## src/rtl/prng_arbiter.sv

```systemverilog
`default_nettype none
// ============================================================================
//  Module      : prng_arbiter
//  Description : One xorshift32 generator shared round-robin among NUM_REQ
//                requesters. Each accepted draw returns the next value of the
//                sequence. Handles reseeding and a warm-up phase that discards
//                a fixed number of steps after each seed load.
//  Revision    : 1.0  initial release
// ============================================================================
module prng_arbiter #(
  parameter int          NUM_REQ      = 4,
  parameter int          WARMUP_STEPS = 8,
  parameter logic [31:0] RESET_SEED   = 32'hABCD
) (
  input  logic               clk,
  input  logic               reset,
  input  logic               seed_valid,
  input  logic [31:0]        seed,
  input  logic [NUM_REQ-1:0] req,
  output logic [NUM_REQ-1:0] gnt,
  output logic [31:0]        rnd,
  output logic               busy,
  output logic [31:0]        draw_count
);

  localparam int         PTR_W      = (NUM_REQ > 1) ? $clog2(NUM_REQ) : 1;
  localparam bit         HAS_WARMUP = (WARMUP_STEPS != 0);
  localparam logic [8:0] WARMUP_N   = 9'(WARMUP_STEPS);

  typedef enum logic [0:0] {
    ST_WARMUP = 1'b0,
    ST_RUN    = 1'b1
  } fsm_t;

  localparam fsm_t RESET_FSM = HAS_WARMUP ? ST_WARMUP : ST_RUN;

  // xorshift32 step; a zero state is treated as 1 so the sequence never locks up
  function automatic logic [31:0] xorshift32(input logic [31:0] x);
    logic [31:0] z;
    z = (x == 32'd0) ? 32'd1 : x;
    z = z ^ (z << 13);
    z = z ^ (z >> 17);
    z = z ^ (z << 5);
    return z;
  endfunction

  fsm_t              fsm;
  fsm_t              fsm_next;
  logic [31:0]       gen_state;
  logic [7:0]        wcnt;
  logic [PTR_W-1:0]  ptr;
  logic [PTR_W-1:0]  ptr_next;
  logic [31:0]       draw_cnt;
  logic              eligible;
  logic              take;
  logic [PTR_W-1:0]  grant_idx;
  logic              up_hit;
  logic [PTR_W-1:0]  up_idx;
  logic              any_hit;
  logic [PTR_W-1:0]  any_idx;
  logic              warmup_done;

  assign rnd        = gen_state;
  assign busy       = (fsm == ST_WARMUP);
  assign draw_count = draw_cnt;

  // last warm-up step is being taken this cycle
  assign warmup_done = !HAS_WARMUP || (({1'b0, wcnt} + 9'd1) == WARMUP_N);

  // grants only in RUN, and a reseed or reset in the same cycle suppresses them
  assign eligible = !reset && (fsm == ST_RUN) && !seed_valid;

  // round-robin search: lowest set request at or above ptr, else lowest overall
  always_comb begin
    up_hit    = 1'b0;
    up_idx    = '0;
    any_hit   = 1'b0;
    any_idx   = '0;
    gnt       = '0;
    take      = 1'b0;
    grant_idx = '0;
    for (int i = NUM_REQ - 1; i >= 0; i--) begin
      if (req[i]) begin
        any_hit = 1'b1;
        any_idx = PTR_W'(i);
        if (i >= int'(ptr)) begin
          up_hit = 1'b1;
          up_idx = PTR_W'(i);
        end
      end
    end
    if (eligible && any_hit) begin
      take           = 1'b1;
      grant_idx      = up_hit ? up_idx : any_idx;
      gnt[grant_idx] = 1'b1;
    end
  end

  // pointer moves to the requester just after the one served
  always_comb begin
    ptr_next = (grant_idx == PTR_W'(NUM_REQ - 1)) ? '0 : grant_idx + PTR_W'(1);
  end

  // next-state logic for the warm-up / run sequencer
  always_comb begin
    fsm_next = fsm;
    case (fsm)
      ST_WARMUP: if (warmup_done) fsm_next = ST_RUN;
      ST_RUN:    if (seed_valid && HAS_WARMUP) fsm_next = ST_WARMUP;
      default:   fsm_next = RESET_FSM;
    endcase
  end

  // sequencer state register
  always_ff @(posedge clk) begin
    if (reset) fsm <= RESET_FSM;
    else       fsm <= fsm_next;
  end

  // generator state, warm-up counter, arbitration pointer and draw counter
  always_ff @(posedge clk) begin
    if (reset) begin
      gen_state <= RESET_SEED;
      wcnt      <= '0;
      ptr       <= '0;
      draw_cnt  <= '0;
    end else begin
      draw_cnt <= draw_cnt + {31'd0, take};
      case (fsm)
        ST_WARMUP: begin
          gen_state <= xorshift32(gen_state);
          wcnt      <= wcnt + 8'd1;
        end
        ST_RUN: begin
          if (seed_valid) begin
            gen_state <= (seed == 32'd0) ? 32'd1 : seed;
            wcnt      <= '0;
          end else if (take) begin
            gen_state <= xorshift32(gen_state);
            ptr       <= ptr_next;
          end
        end
        default: ;
      endcase
    end
  end

endmodule
`default_nettype wire
```

## config.mk

```make
export PLATFORM = sky130hd
export DESIGN_NAME = prng_arbiter
export DESIGN_NICKNAME = d
export VERILOG_FILES = /design/src/rtl/prng_arbiter.sv
export SDC_FILE = /design/constraint.sdc
export NUM_CORES = 1
export LEC_CHECK = 0
export ABC_AREA = 1
export BUFFER_PORTS_ARGS = -buffer_cell sky130_fd_sc_hd__buf_2
export CAP_MARGIN = 15
export CORE_MARGIN = 1
export CORE_UTILIZATION = 30
export CTS_BUF_LIST = sky130_fd_sc_hd__clkbuf_16
export DETAILED_ROUTE_END_ITERATION = 8
export MAX_ROUTING_LAYER = met4
export PLACE_DENSITY = 0.45
export SETUP_SLACK_MARGIN = 0.5
export SYNTH_ARGS = -nofsm -noshare
export SYNTH_HDL_FRONTEND = slang
export SYNTH_SLANG_ARGS = --single-unit
```

## constraint.sdc

```tcl
create_clock -name clk -period 2.3 [get_ports clk]
set_input_delay 0.46 -clock clk [delete_from_list [all_inputs] [get_ports clk]]
set_output_delay 0.46 -clock clk [all_outputs]
set_load 0.05 [all_outputs]
```

# After elaboration in Yosys (flattened, before gate mapping)
# Cells that the tools add are included.
[word_totals]
output_inout_bits = 69
wordCells = 69
ram_bits = 0
input_bits = 39
latch_bits = 0
ff_bits = 75
n_memories = 0
rom_bits = 0
[op_classes]
div = 0
shift = 0
mux = 37
addsub = 4
n_mul = 0
n_bitwise = 5
n_lt_le_gt_ge = 5
n_reduce_logical = 9
n_eq_ne = 4
[ops]
columns = ["operator", "n"]
rows = [
  ["2-to-1 mux 32 bit", 4],
  ["zero test 32 bit", 2],
  ["case mux 32 bit (2 select lines)", 1],
  ["bitwise XOR 32 bit", 2],
  ["adder 32 x 1 -> 32 bit", 1],
  ["bitwise XOR 32 x 15 -> 32 bit", 1],
  ["2-to-1 mux 2 bit", 13],
  ["case mux 8 bit (2 select lines)", 1],
  ["2-to-1 mux 1 bit", 14],
  ["adder 8 x 1 -> 9 bit (second input constant)", 1],
  ["equality test 9 x 4 -> 1 bit (second input constant)", 1],
  ["adder 8 x 1 -> 8 bit (second input constant)", 1],
  ["2-to-1 mux 8 bit", 1],
  [">= comparator 1 x 2 -> 1 bit (first input constant)", 2],
  ["logical AND 1 bit", 4],
  ["2-to-1 mux 4 bit", 1],
  ["< comparator 2 x 3 -> 1 bit (second input constant)", 1],
  ["inequality test 3 x 2 -> 1 bit (second input constant)", 1],
  ["AND reduction 3 bit", 1],
  ["adder 2 x 1 -> 2 bit (second input constant)", 1],
  ["demux 1 bit (select 2 bit)", 1],
  ["equality test 2 bit (second input constant)", 1],
  [">= comparator 2 x 1 -> 1 bit (second input constant)", 1],
  [">= comparator 2 bit (first input constant)", 1],
  ["4 further kinds", 6],
]

# Depth between registers and ports, before layout
# Gate-level depths: netlist of run 1.
[depth]
depth_word = 13
depth_mapped = 14
depth_no_buf = 14

# Least setup slack after synthesis of run 1
# Ideal clock, no wire load.
[synth_timing]
path_type = "register to register"
startpoint = "reg fsm"
endpoint = "reg draw_cnt[16], in the netlist draw_count[16]"
path_buffers = 0
setup_time_ns = 0.070
t_required_ns = 2.230
stages_incl_launch_ff = 15
synth_period_minus_slack_ns = 2.148
t_arrival_ns = 2.078
slack_ns = 0.152
cell_sequence = "dfxtp_1 -> inv_2 -> nor2_8 -> nand3_4 -> inv_1 -> ha_1 -> ha_1 -> nand3_2 -> nor2_4 -> inv_2 -> nor2_4 -> nand2_1 -> inv_1 -> nand2_1 -> a21oi_1"
[synth_between]
elab_chain_len = 5
[synth_lines]
columns = ["element", "line_no", "source"]
rows = [
  ["start, declared", "47", "fsm_t fsm;"],
  ["start signal, assigned", "117", "else fsm <= fsm_next;"],
  ["logical AND 1 bit (2 in series)", "71", "assign eligible = !reset && (fsm == ST_RUN) && !seed_valid;"],
  ["logical AND 1 bit", "92", "if (eligible && any_hit) begin"],
  ["2-to-1 mux 1 bit", "92", ""],
  ["adder 32 x 1 -> 32 bit", "128", "draw_cnt <= draw_cnt + {31'd0, take};"],
  ["end signal, assigned", "128", ""],
  ["end, declared", "53", "logic [31:0] draw_cnt;"],
]
# No other way between the ends.
# A chain may end at the register's enable or synchronous reset.

# Worst setup path in the final report of run 1
[layout_timing]
startpoint = "reg ptr[1]"
endpoint = "out gnt[2]"
[layout_between]
elab_chain_len = 13
word_cells_on_any_way = 22
cone_classes = "5 x order compare; 16 x mux; 1 x reduce/logical"
[layout_lines]
columns = ["element", "line_no", "source"]
rows = [
  ["start, declared", "51", "logic [PTR_W-1:0] ptr;"],
  ["start signal, assigned", "140", "ptr <= ptr_next;"],
  [">= comparator 2 bit", "86", "if (i >= int'(ptr)) begin"],
  ["2-to-1 mux 2 bit / 2-to-1 mux 1 bit (equally long branches)", "86", ""],
  ["2-to-1 mux 2 bit / 2-to-1 mux 1 bit (equally long branches)", "83", "if (req[i]) begin"],
  ["2-to-1 mux 2 bit / 2-to-1 mux 1 bit (equally long branches)", "86", ""],
  ["2-to-1 mux 2 bit / 2-to-1 mux 1 bit (equally long branches)", "83", ""],
  ["2-to-1 mux 2 bit / 2-to-1 mux 1 bit (equally long branches)", "86", ""],
  ["2-to-1 mux 2 bit / 2-to-1 mux 1 bit (equally long branches)", "83", ""],
  ["2-to-1 mux 2 bit (*)", "94", "grant_idx = up_hit ? up_idx : any_idx;"],
  ["< comparator 2 x 3 -> 1 bit (not written as such) / >= comparator 2 x 1 -> 1 bit (equally long branches)", "95", "gnt[grant_idx] = 1'b1;"],
  ["logical AND 1 bit (not written as such)", "95", ""],
  ["2-to-1 mux 1 bit (not written as such)", "95", ""],
  ["demux 1 bit (select 2 bit) (*)", "95", ""],
  ["2-to-1 mux 4 bit (*)", "92", ""],
  ["end, declared", "20", "output logic [NUM_REQ-1:0] gnt,"],
]
# Mark *: on every way between the ends. The rest lies on a longest branch, timed or not.

==> results.md, run 1 <==
* Largest net degree at the start of global routing at 48
* Peak supply drop at 0.4361 mV
* Routability cong. at approximately 0.87
* Final-layout setup total negative slack at 0 ns
* Min Clock Period, post-route at between 2 and 2.5 ns
* WP data required at around 1.8 ns
* Number of buffers created by CTS at 9
* Number of input and output port buffers inserted at about 110
* Overall die area at 0.01682 mm²
* Primary FF master, synth: sky130_fd_sc_hd__dfxtp_1
* Sort of element at the start of the critical path: flip-flop
* Max Freq at roughly 500 MHz
* Routed wire length at approximately 17000 µm
* Startpoint of the lowest-slack hold path: seed[3]
* GR Util All Layers at 0.2136
* Ratio of final minimum period to clock period at 0.8707
* Number of max-slew violations in the final report at 0
* Half-perimeter wire length after detailed placement at 12650 µm
* Post-Syn Area at slightly below 0.005 mm²
* Endpoints failing setup at 0
* Clock tree from TritonCTS: yes
* Iter 0 DRT Violations at between 300 and 400
* Number of antenna violations at the first check in global routing at 1
* Core Box Area at approximately 0.016 mm²
* Number of cells on the worst reg-to-reg path at 13
* Via count of the first global-routing pass at ~5k
* Hold Path Depth at 3
* Reg2Reg Capture Point: draw_count[18]
* Die width at 129.7 µm
* Residual DRC count at 0
* Nets in the synthesized netlist at ~830
* Starting Density at 0.3080
* Vias at ~5.4k
* Post-route clock skew at 0.006804 ns
* Average wire per standard cell at between 15 and 20 µm
* Total leakage power at a little under 3 nW
* Min-Delay Endpoint: rnd[3]
* Clock tree root buffer cell: sky130_fd_sc_hd__clkbuf_16
* Sequential-to-total area share from yosys stat at 0.3069
* Origin of the critical flop-to-flop path: fsm
* Number of flops mapped to enable cells by yosys at 0
* Number of H-tree levels at 3
* Cells after Synth at 790
* Filler cell count at around 1.8k
* Measured slew at the worst slew-check pin at 0.6613 ns
* Clock transition at path regs at around 0.060 ns
* Area growth syn-to-layout at 31.66%
* HP Class: input pin to flip-flop
* Worst-path maximum fanout at 4
* Worst max-slew margin expressed relative to the limit at 0.5591
* Router iterations before antenna repair at 5
* Arrival @ worst endpoint at 1.54 ns
* Y dimension of the die at ~130 µm
* Worst-Skew Late Latency at around 0.35 ns
* Cell variety after synth at 37
* Total gr overflow at 0
* Count of final hold-check violations at 0
* Type of the worst setup path: flip-flop to primary output
* Final cell area excluding filler cells at between 0.006 and 0.007 mm²
* Clock Path Buffers at 2
* Register-to-Register Setup Slack at around 0.4 ns
* PwrDens at 1121 mW/mm²
* Number of sinks handled by clock tree synthesis at 75
* Count of standard-cell rows at between 40 and 50
* Number of max-capacitance violations reported at 0
* Via-per-instance ratio at 4.750
* Critical path capture point type: primary output
* Outcome: completed
* Io pins at 108
* # nets final at about 950
* DP Area at roughly 0.0057 mm²
* Setup repair after global routing missed its margin: yes
* Antenna-violating nets left at 0
* Syn avg cell area at 6.193 µm²
* Proportion of layout cells with a drive suffix above 1 at 0.2356
* FFs w/ async S/R, synth at 0
* First-pass GRT wire length at 26450 µm
* FF+latch count, synth at 75
* Number of warnings issued by yosys at 0
## power by group
group	total [mW]	leakage (nW)	internal [mW]	switching [mW]
logic	3.69	2.19	1.19	2.50
registers	1.97	0.616	1.55	0.422
clock network	1.56	0.155	0.949	0.613
total	7.22	2.96	3.68	3.54
## cell usage in the layout, fill, tap and decap left out, types with 7 or more instances in the layout
master	instances
sky130_fd_sc_hd__nand2_2	9
sky130_fd_sc_hd__clkbuf_16	9
sky130_fd_sc_hd__xor2_1	22
sky130_fd_sc_hd__buf_6	7
sky130_fd_sc_hd__nand2_1	247
sky130_fd_sc_hd__nand3_1	42
sky130_fd_sc_hd__a21oi_1	67
sky130_fd_sc_hd__dfxtp_1	72
sky130_fd_sc_hd__nand4_1	12
sky130_fd_sc_hd__xnor2_1	12
sky130_fd_sc_hd__inv_1	85
sky130_fd_sc_hd__buf_2	103
sky130_fd_sc_hd__nor2_4	10
sky130_fd_sc_hd__buf_4	21
sky130_fd_sc_hd__nor3_1	12
sky130_fd_sc_hd__o21ai_0	26
sky130_fd_sc_hd__nor2_1	69
sky130_fd_sc_hd__nand3b_1	9
sky130_fd_sc_hd__o211ai_1	11
## flip-flops by register name (all words and copies together) (netlist names)
signal      count
wcnt            8
rnd            32
ptr             2
fsm             1
draw_count     32
## stage by stage
step                worst slack, ns  instances  hold WS (ns)  total power [mW]  utilization
CTS                          0.3012       1129        0.4067             7.255       0.3964
finish                       0.2974       1134        0.4175             7.218       0.4055
floorplan                    0.3642        790        0.4642             4.741            -
global placement             0.1713       1098        0.4677             5.617       0.3615
detailed placement           0.1102       1098        0.4827             5.658       0.3615
global route                 0.2307       1134        0.4202             7.738       0.4055
## critical path, stage by stage (launching register included)
cell and delay (ns):
sky130_fd_sc_hd__dfxtp_4 0.39, sky130_fd_sc_hd__nor2_2 0.06, sky130_fd_sc_hd__a21oi_2 0.15, sky130_fd_sc_hd__nand2_2 0.10, sky130_fd_sc_hd__nor2_1 0.18, sky130_fd_sc_hd__nand2_4 0.08
sky130_fd_sc_hd__clkinvlp_4 0.08, sky130_fd_sc_hd__buf_6 0.15
## final cells by class
cell class	count	area, µm²	share of cell area
Clock buffer	9	225.2	0.03497
Inverter	93	367.9	0.05711
Antenna cell	1	2.502	0.0003885
Clock inverter	7	92.59	0.01437
Sequential cell	75	1513	0.2348
Tap cell	216	270.3	0.04196
Timing Repair Buffer	134	807.0	0.1253
Multi-Input combinational cell	599	3163	0.4911
## how the worst max path moves through the flow
stage | from | to | slack [ns] | cells after the start
finish | ptr[1] | gnt[2] | 0.30 | 7
global route | ptr[1] | gnt[2] | 0.23 | 7
CTS | ptr[1] | gnt[0] | 0.30 | 6
detailed placement | req[0] | draw_count[28] | 0.11 | 14
global placement | req[0] | draw_count[28] | 0.17 | 14
floorplan | fsm | draw_count[28] | 0.36 | 13
## timing repair
action,CTS,global route
resized for setup,35,35
pin swaps,17,15
hold buffers,0,0
endpoints found under the setup margin,25,31
buffers inserted,15,4
## routing by layer
| metal | global-route usage | part of all wire | vias up |
|---|---|---|---|
| met5 | - | 0 | - |
| met1 | 0.2606 | 0.46 | 2463 |
| met4 | 0.07456 | 0.015 | 0 |
| met3 | 0.03116 | 0.039 | 18 |
| li1 | - | - | 2775 |
| met2 | 0.3589 | 0.49 | 131 |
## cells by family after synthesis
kind of cell	share of synthesized area
AO/OA/AOI/OAI	0.1338
XOR/XNOR	0.06419
adder cells (fa/ha/maj)	0.007673
buffers and inverters	0.09488
flip-flops	0.3069
multiplexers	0.004092
AND/OR/NAND/NOR	0.3885
## cell usage after synthesis (2+ instances only)
cell type / count / area (µm²)
sky130_fd_sc_hd__a21oi_1: 72 / 360.4
sky130_fd_sc_hd__buf_2: 6 / 30.03
sky130_fd_sc_hd__buf_4: 3 / 22.52
sky130_fd_sc_hd__clkbuf_1: 10 / 37.54
sky130_fd_sc_hd__clkbuf_2: 2 / 10.01
sky130_fd_sc_hd__dfxtp_1: 75 / 1501
sky130_fd_sc_hd__ha_1: 3 / 37.54
sky130_fd_sc_hd__inv_1: 90 / 337.8
sky130_fd_sc_hd__inv_2: 3 / 11.26
sky130_fd_sc_hd__mux2i_1: 2 / 20.02
sky130_fd_sc_hd__nand2_1: 256 / 960.9
sky130_fd_sc_hd__nand2_2: 4 / 25.02
sky130_fd_sc_hd__nand3_1: 45 / 225.2
sky130_fd_sc_hd__nand3_2: 2 / 20.02
sky130_fd_sc_hd__nand3b_1: 9 / 67.56
sky130_fd_sc_hd__nand4_1: 12 / 75.07
sky130_fd_sc_hd__nor2_1: 77 / 289.0
sky130_fd_sc_hd__nor2_2: 3 / 18.77
sky130_fd_sc_hd__nor2_4: 3 / 33.78
sky130_fd_sc_hd__nor3_1: 15 / 75.07
sky130_fd_sc_hd__nor3_2: 4 / 40.04
sky130_fd_sc_hd__o211ai_1: 11 / 82.58
sky130_fd_sc_hd__o21a_1: 5 / 37.54
sky130_fd_sc_hd__o21ai_0: 31 / 155.2
sky130_fd_sc_hd__o21ai_1: 2 / 10.01
sky130_fd_sc_hd__or2_2: 2 / 12.51
sky130_fd_sc_hd__xnor2_1: 12 / 105.1
sky130_fd_sc_hd__xor2_1: 22 / 192.7
(Power assumes the default switching activity.)
==> run 2, diff against run 1 <==
--- a/config.mk
+++ b/config.mk
@@ -12,8 +12,8 @@
 export CORE_UTILIZATION = 30
 export CTS_BUF_LIST = sky130_fd_sc_hd__clkbuf_16
 export DETAILED_ROUTE_END_ITERATION = 8
+export GPL_TIMING_DRIVEN = 0
 export MAX_ROUTING_LAYER = met4
-export PLACE_DENSITY = 0.45
 export SETUP_SLACK_MARGIN = 0.5
 export SYNTH_ARGS = -nofsm -noshare
 export SYNTH_HDL_FRONTEND = slang
==> run 2 against run 1 <==
Against the previous run: final cell count is 1.4% higher; highest routed layer unchanged; global-route usage is 0.60 points higher; non-clock buffer count up 17; clock power is essentially flat; core utilization is 0.25 points higher; clock-buffer cell count did not move; power increased by 1.2%; combinational power rose by 3%.
==> results.md, run 2 (synthesized netlist as in run 1, its figures left out) <==
* Count of standard-cell rows at 46
* Storage element area at 0.001511 mm²
* Half-perimeter wire length after detailed placement at 13030 µm
* Worst max-slew margin expressed relative to the limit at 0.4965
* GR Util All Layers at 0.2196
* Most common cell after layout, fill and taps aside: sky130_fd_sc_hd__nand2_1
* Worst hold slack at roughly 0.4 ns
* Min Clock Period, post-route at slightly above 2 ns
* Hold-fix buffers, CTS at 0
* Number of sinks handled by clock tree synthesis at 75
* Sort of element at the start of the critical path: flip-flop
* Outcome: completed
* Proportion of layout cells with a drive suffix above 1 at 0.2433
* Antenna-violating nets left at 0
* Number of buffers created by CTS at 9
* Average wire per standard cell at approximately 15 µm
* Clock transition at path regs at around 0.060 ns
* Via count of the first global-routing pass at ~5k
* # nets final at ~1000
* Total gr overflow at 0
* Number of input and output port buffers inserted at 107
* Worst-path maximum fanout at 4
* Critical path capture point type: primary output
* Clock tree from TritonCTS: yes
* Router iterations before antenna repair at 5
* Vias at between 5k and 6k
* Routability cong. at between 0.9 and 1
* Die width at about 130 µm
* Area taken by multi-input logic gates at between 0.003 and 0.004 mm²
* Most frequent cells in the layout: 246 x sky130_fd_sc_hd__nand2_1, 109 x sky130_fd_sc_hd__buf_2, 84 x sky130_fd_sc_hd__inv_1
* Number of max-capacitance violations reported at 0
* Io pins at 108
* Starting Density at 0.3080
* Count of final hold-check violations at 0
* Post-route clock skew at approximately 0.0077 ns
* Setup repair after global routing missed its margin: yes
* WP data required at ~1.8 ns
* Iter 0 DRT Violations at between 300 and 400
* HP Class: input pin to flip-flop
* Arrival @ worst endpoint at around 1.6 ns
* Final-layout setup total negative slack at 0 ns
* First-pass GRT wire length at around 27000 µm
* Clock Path Buffers at 2
* Largest net degree at the start of global routing at 14
* Ratio of final minimum period to clock period at 0.8793
* Worst-Skew Late Latency at approximately 0.35 ns
* Final design utilization at 0.4080
* Clock tree root buffer cell: sky130_fd_sc_hd__clkbuf_16
* Core Box Area at around 0.016 mm²
* Via-per-instance ratio at 4.863
* Max Freq at just under 500 MHz
* Overall die area at 0.01682 mm²
* Number of H-tree levels at 3
* Y dimension of the die at between 100 and 150 µm
* Peak supply drop at around 0.47 mV
* Area growth syn-to-layout at 32.48%
* Residual DRC count at 0
* Number of antenna violations at the first check in global routing at 1
* Routed wire length at roughly 18000 µm
* Type of the worst setup path: flip-flop to primary output
* Total leakage power at about 3.0 nW
* PwrDens at ~1100 mW/mm²
* Filler cell count at 1702
* Number of max-slew violations in the final report at 0
* Measured slew at the worst slew-check pin at between 0.7 and 0.8 ns
* Endpoints failing setup at 0
==> run 2: cell types whose count changed in the layout (fill, tap and decap cells not counted), sizes merged <==
| cell | before | now |
|---|---|---|
| buf | 134 | 139 |
| inv | 94 | 93 |
| clkbuf | 9 | 21 |
==> run 2: layout make-up <==
type	count	area share
repair buffers	128	0.1125
plain buffers	23	0.01815
inverters	93	0.05637
diodes	1	0.0003861
well taps	216	0.04170
multi-input cells	599	0.4890
clock inverters	6	0.01390
flip-flops and latches	75	0.2332
clock buffers	9	0.03475
==> run 2: report_power, final <==
part	total [mW]	internal [mW]	switching, mW
sequential	1.95	1.55	0.397
combinational	3.79	1.20	2.59
clock	1.57	0.948	0.617
==> run 2: repair_timing <==
action	4_1_cts	5_1_grt
setup buffers	12	9
gates resized for setup	32	37
gates cloned	0	0
setup endpoints to repair	34	31
hold endpoints to repair	0	0
pin swaps	15	17
==> run 2: per-stage QoR <==
step | worst slack (ns) | instance area [µm²] | cells | power (mW)
after global routing | 0.2161 | 6481 | 1150 | 7.781
after floorplan | 0.3642 | 4967 | 790 | 4.741
after global placement | 0.02391 | 5773 | 1113 | 5.662
after detailed placement | 0.01059 | 5773 | 1113 | 5.682
final | 0.2776 | 6481 | 1150 | 7.303
after CTS | 0.3045 | 6286 | 1140 | 7.266
==> run 2: worst paths after layout <==
path | start | end | slack (ns) | depth (start not counted)
setup / recovery | ptr[1] | gnt[0] | 0.28 | 6
hold / removal | seed[3] | rnd[3] | 0.41 | 3
setup reg to reg | fsm | draw_count[30] | 0.37 | 14
hold reg to reg | draw_count[31] | draw_count[31] | 0.48 | 2
==> run 2: routing by layer <==
metal | track usage | vias up | wire (µm)
met4 | 0.06908 | 0 | 335
li1 | - | 2824 | -
met5 | - | - | 0
met2 | 0.3451 | 199 | 7961
met1 | 0.2831 | 2543 | 8058
met3 | 0.04305 | 27 | 1162
==> run 2: worst max-delay path: stages (launching register included) <==
cell,delay (ns)
sky130_fd_sc_hd__dfxtp_4,0.40
sky130_fd_sc_hd__nand2_4,0.07
sky130_fd_sc_hd__a21oi_4,0.16
sky130_fd_sc_hd__nand3_2,0.13
sky130_fd_sc_hd__nand3_4,0.12
sky130_fd_sc_hd__and3_4,0.20
sky130_fd_sc_hd__buf_8,0.14
